--- config.mk ---
export PLATFORM = sky130hd
export DESIGN_NAME = halt_dump_engine
export DESIGN_NICKNAME = d
export VERILOG_FILES = /design/src/rtl/proc_pkg.sv /design/src/rtl/halt_dump_engine.sv
export SDC_FILE = /design/constraint.sdc
export NUM_CORES = 1
export LEC_CHECK = 0
export ABC_AREA = 1
export ABC_CLOCK_PERIOD_IN_PS = 2300
export CAP_MARGIN = 10
export CORE_UTILIZATION = 65
export CTS_CLUSTER_SIZE = 25
export DETAILED_ROUTE_END_ITERATION = 6
export DONT_BUFFER_PORTS = 1
export GPL_TIMING_DRIVEN = 0
export PLACE_DENSITY = 0.81
export SLEW_MARGIN = 5
export SYNTH_ARGS = -nofsm -noshare
export SYNTH_HDL_FRONTEND = slang
export SYNTH_SLANG_ARGS = --single-unit
--- constraint.sdc ---
create_clock -name clk -period 2.3 [get_ports clk]
set_input_delay 0.575 -clock clk [delete_from_list [all_inputs] [get_ports clk]]
set_output_delay 0.575 -clock clk [all_outputs]
set_load 0.005 [all_outputs]
--- src/rtl/proc_pkg.sv ---
// Shared processor-debug types: the halt dump FSM state encoding.
// The CSUM state exists only when HALT_DUMP_CHECKSUM_EN is defined.
package proc_pkg;

   typedef enum logic [2:0] {
      IDLE,
      LOAD,
      SEND,
`ifdef HALT_DUMP_CHECKSUM_EN
      CSUM,
`endif
      DONE
   } dump_state_t;

endpackage

--- src/rtl/halt_dump_engine.sv ---
// Streams the register file out over a valid/ready port after a halt rising edge.
// Optional trailing XOR checksum word when HALT_DUMP_CHECKSUM_EN is defined.
module halt_dump_engine
   import proc_pkg::*;
#(
   parameter int DATA_W   = 32,
   parameter int NUM_REGS = 32
) (
   input  logic                        clk,
   input  logic                        rst,
   input  logic                        halt,
   output logic [$clog2(NUM_REGS)-1:0] rf_rd_addr,
   input  logic [DATA_W-1:0]           rf_rd_data,
   output logic [DATA_W-1:0]           out_data,
   output logic                        out_valid,
   input  logic                        out_ready,
   output logic                        stall_req,
   output logic                        done
);

   localparam int ADDR_W = $clog2(NUM_REGS);
   localparam logic [ADDR_W-1:0] LAST_IDX = ADDR_W'(NUM_REGS - 1);

   dump_state_t       state;
   logic [ADDR_W-1:0] index;
   logic              halt_q;
   logic              armed;
   logic              xfer;
`ifdef HALT_DUMP_CHECKSUM_EN
   logic [DATA_W-1:0] checksum;
`endif

   assign rf_rd_addr = index;
   assign xfer       = out_valid & out_ready;

   // armed stays low for the first cycle after reset so a halt that is
   // already high when reset releases is not mistaken for a rising edge.
   always_ff @(posedge clk) begin
      if (rst) begin
         state     <= IDLE;
         index     <= '0;
         halt_q    <= 1'b0;
         armed     <= 1'b0;
         out_data  <= '0;
         out_valid <= 1'b0;
         stall_req <= 1'b0;
         done      <= 1'b0;
`ifdef HALT_DUMP_CHECKSUM_EN
         checksum  <= '0;
`endif
      end else begin
         halt_q <= halt;
         armed  <= 1'b1;
         case (state)
            IDLE: begin
               if (armed && halt && !halt_q) begin
                  index     <= '0;
                  stall_req <= 1'b1;
                  state     <= LOAD;
`ifdef HALT_DUMP_CHECKSUM_EN
                  checksum  <= '0;
`endif
               end
            end
            LOAD: begin
               out_data  <= rf_rd_data;
               out_valid <= 1'b1;
               state     <= SEND;
            end
            SEND: begin
               if (xfer) begin
                  out_valid <= 1'b0;
`ifdef HALT_DUMP_CHECKSUM_EN
                  checksum  <= checksum ^ out_data;
`endif
                  if (index != LAST_IDX) begin
                     index <= index + ADDR_W'(1);
                     state <= LOAD;
                  end else begin
`ifdef HALT_DUMP_CHECKSUM_EN
                     state <= CSUM;
`else
                     done  <= 1'b1;
                     state <= DONE;
`endif
                  end
               end
            end
`ifdef HALT_DUMP_CHECKSUM_EN
            // First CSUM cycle loads the word, then it waits for its handshake.
            CSUM: begin
               if (!out_valid) begin
                  out_data  <= checksum;
                  out_valid <= 1'b1;
               end else if (xfer) begin
                  out_valid <= 1'b0;
                  done      <= 1'b1;
                  state     <= DONE;
               end
            end
`endif
            DONE: begin
               if (!halt) begin
                  done      <= 1'b0;
                  stall_req <= 1'b0;
                  state     <= IDLE;
               end
            end
            default: begin
               out_valid <= 1'b0;
               done      <= 1'b0;
               stall_req <= 1'b0;
               state     <= IDLE;
            end
         endcase
      end
   end

endmodule

==> results <==
- The worst slack on hold paths is 0.256 ns.
- The first detailed-routing pass took 4 iterations.
- The switching power share of the total is 38.8%.
- The diode insertion count for antenna repair is 0.
- For the pin with the worst max-slew slack, the measured transition is 0.354 ns.
- The run finished with clean final reports.
- The sequential share of the synthesized area is 49.3%.
- Clock-pin slew was measured on the worst setup and hold paths at 0.13 ns.
- The endpoint kind of the worst setup timing path is a flop.
- The vias after detailed routing is 1,543.
- The post-synthesis cell area is 1790 um^2.
- The aggregate global-route resource usage is 27.7%.
- The initial antenna violation count was 0.
- The number of antenna-violating nets in the routed design is 0.
- The post-cts repair resize count is 0.
- The library cell used most frequently in the layout, excluding fill and tap cells, is nor2_1.
- The power share of the clock group is 19.9%.
- The slowest stage of the critical path is the dfxtp_1 cell.
- In this run, the combinational gates consume 31.0% of the power.
- The distinct cell type count of the synthesized netlist is 19.
- The initial standard-cell utilization of the core is 70.2%.
- Max-cap violations in this run came to 0.
- The post-layout total power is 2.42 mW.
- Of the cells placed in the final design, the portion with a size suffix greater than 1 is 8.23%.
- The number of hold violations in the final report is 0.
- Across the routed clock network, the largest skew measured is 0.0113 ns.
- The filler cells instantiated in the layout total 193.
- Setup repair after global routing left no endpoint under its margin.
- The critical path goes through ha_1 -> nand2_1 -> nor2_1 -> ha_1 -> nand2_2 -> inv_1 -> nor2_4 -> nand3_4 -> nand2_1 -> a21oi_1.
- The number of nets at the end of the flow is 284.
- The final weighted congestion in routability-driven placement is 0.812.
- Averaged over all synthesized cells, the footprint is 7.60 um^2.
- For this design the top-level I/O count stands at 76.
- The multi-input combinational cells in the finished layout cover a total of 787 um^2.
- The root buffer cell is clkbuf_4.
- The area added between synthesis and finish is 6.59%.
- The clock passes through at most 2 buffers.
- On the worst path, the slowest cell contributes a delay of 0.45 ns.
- The library cells used most frequently in the layout, excluding fill and tap cells, are 78 x nor2_1, 44 x dfxtp_1, 33 x o21ai_0.
- The post-detailed-route via-to-cell ratio is 5.65.
- The H-tree was split into 2 levels.
- The final period utilization is 74.4%.
- The number of remaining DRC errors is 0.
- The internal power is 1.48 mW.
- At the placement stage, the worst setup path has a slack of 0.628 ns.
- The routed wire length is 3970 um.
- In this run the tightest slew margin relative to its limit is 76.4%.
- TritonCTS built the clock tree.
- The analysis attributes to cell leakage a power of 0.865 nW.
- Cells fill 74.8% of the core in the end.
- The number of clock sinks seen by CTS is 44.
- In the synthesized netlist, the number of instances is 235.
- The sum of overflow across all layers after global routing is 0.
- For the worst setup path, the data arrival time is 2.01 ns.
- Setup total negative slack on the finished layout was measured at 0 ns.
- Row generation in the floorplan step produced 18 rows.
- The total area inside the core boundary comes to 2540 um^2.
- The chip width is 54.4 um.
- Across the VDD grid, the largest voltage drop is 0.00105 V.
- Synthesis produced a netlist with a net count of 277.
- The first global-routing pass estimated 5690 um of wire.
- Summing all placed instances gives a cell area of 1820 um^2.
- The worst hold-check path type is in2reg.
- The largest net degree at the start of global routing is 15.
- The count of final setup violators is 0.
- The number of global-route vias before repair is 1,363.
- The footprint of the flip-flops and latches is 881 um^2.
- The number of placed instances, taps included is 265.
- The final critical-path required period is 1.71 ns.
- Buffers inserted to repair hold after CTS numbered 0.
- After detailed routing, the average wire length per cell comes to 14.5 um.
- The die is 54.4 um tall.
- The half-perimeter wire length after placement is 2940 um.
- Timing would allow up to 584 MHz.
- The maximum fanout encountered on the critical timing path is 6.
- For the worst setup path, the data required time is 2.60 ns.
- After synthesis the netlist holds a flip-flop and latch count of 44.
- The sort of element at the start of the critical path is a flop.
- The number of CTS-inserted buffers is 5.
- Leaving out filler cells and counting taps, the final layout contains 273.
- After clock tree synthesis, the setup repair step added 0 buffers.
- The switching component of the power is 940 uW.
- The final design instance area without fill is 1900 um^2.
- After the first detailed-routing iteration, the DRC count stood at 41.
- During placement, the flow inserted port buffers numbering 0.
- The die area is 2960 um^2.
- Yosys printed 0 warnings.
- The number of pins with negative max-slew slack in the final report was 0.
- The kind of critical path is reg2reg.
- The later pin in the worst-skew pair is clocked with a latency of 0.36 ns.
- The worst setup slack after layout is 0.589 ns.
- In this run, flip-flops and latches consume 49.2% of the power.
- In this run the power density over the cells is 1270 nW/um^2.
-- layer usage --
layer,track usage (%),vias up,wire length [um]
met3,8.89,3,318
met2,49.0,63,2030
met4,13.2,0,29
met1,29.4,712,1590
li1,-,765,-
met5,0,-,0
-- kinds of logic (layout without fill, tap and decap cells) --
group                      count (synthesis)  in the layout  share of synthesized area (%)
and+or+nand+nor                          116            116                           27.4
DFF                                       44             44                           49.3
AOI/OAI and AO/OA                         43             43                           12.5
buffers and inverters                     26             34                           6.59
adders and majority gates                  6              6                           4.20
-- power by group through the flow --
stage | Sequential [mW] | Combinational (mW) | Clock, mW
after CTS | 1.19 | 0.744 | 0.488
final | 1.19 | 0.750 | 0.482
after global placement | 1.19 | 0.686 | 0
after detailed placement | 1.21 | 0.740 | 0
after floorplan | 1.15 | 0.597 | 0
after global routing | 1.22 | 0.854 | 0.512
-- synth_stat cells --
cell type | instances | area (um^2)
nand4_1 | 5 | 31.3
a21oi_1 | 8 | 40.0
inv_1 | 15 | 56.3
nand2_1 | 22 | 82.6
nand2_2 | 1 | 6.26
nand3_1 | 5 | 25.0
o21ai_0 | 33 | 165
nor2_2 | 2 | 12.5
dfxtp_1 | 44 | 881
nand3_4 | 1 | 17.5
buf_6 | 2 | 22.5
nor2_4 | 1 | 11.3
o2111ai_1 | 1 | 8.76
buf_2 | 4 | 20.0
clkbuf_1 | 5 | 18.8
nor2_1 | 78 | 293
ha_1 | 6 | 75.1
a311oi_1 | 1 | 8.76
nand3_2 | 1 | 10.0
-- area by class of cell --
| type | count | share of cell area (%) |
|---|---|---|
| Buffer | 11 | 3.22 |
| Clock buffer | 5 | 1.97 |
| Clock inverter | 3 | 2.24 |
| Inverter | 15 | 2.96 |
| Multi-Input combinational cell | 165 | 41.4 |
| Sequential cell | 44 | 46.3 |
| Tap cell | 30 | 1.97 |
-- registers in the layout, indices dropped and copies added (netlist names) --
name,count
done,1
armed,1
stall_req,1
rf_rd_addr,5
out_data,32
out_valid,1
state,2
halt_q,1
-- path summary, 6_finish.rpt --
path                  from       endpoint  slack [ns]  depth (start not counted)
max reg2reg  rf_rd_addr[0]  rf_rd_addr[1]        0.59                         10
min reg2reg           done           done        0.47                          2
max          rf_rd_addr[0]  rf_rd_addr[1]        0.59                         10
min                    rst      stall_req        0.26                          1
-- worst max-delay path: cells and delay by family (launching register included) --
family	cells	cell delay (ns)
AO/OA/AOI/OAI	1	0.14
adder cells (fa/ha/maj)	2	0.44
buffers and inverters	1	0.09
flip-flops	1	0.45
AND/OR/NAND/NOR	6	0.53
Power figures use the tool's default switching activity.
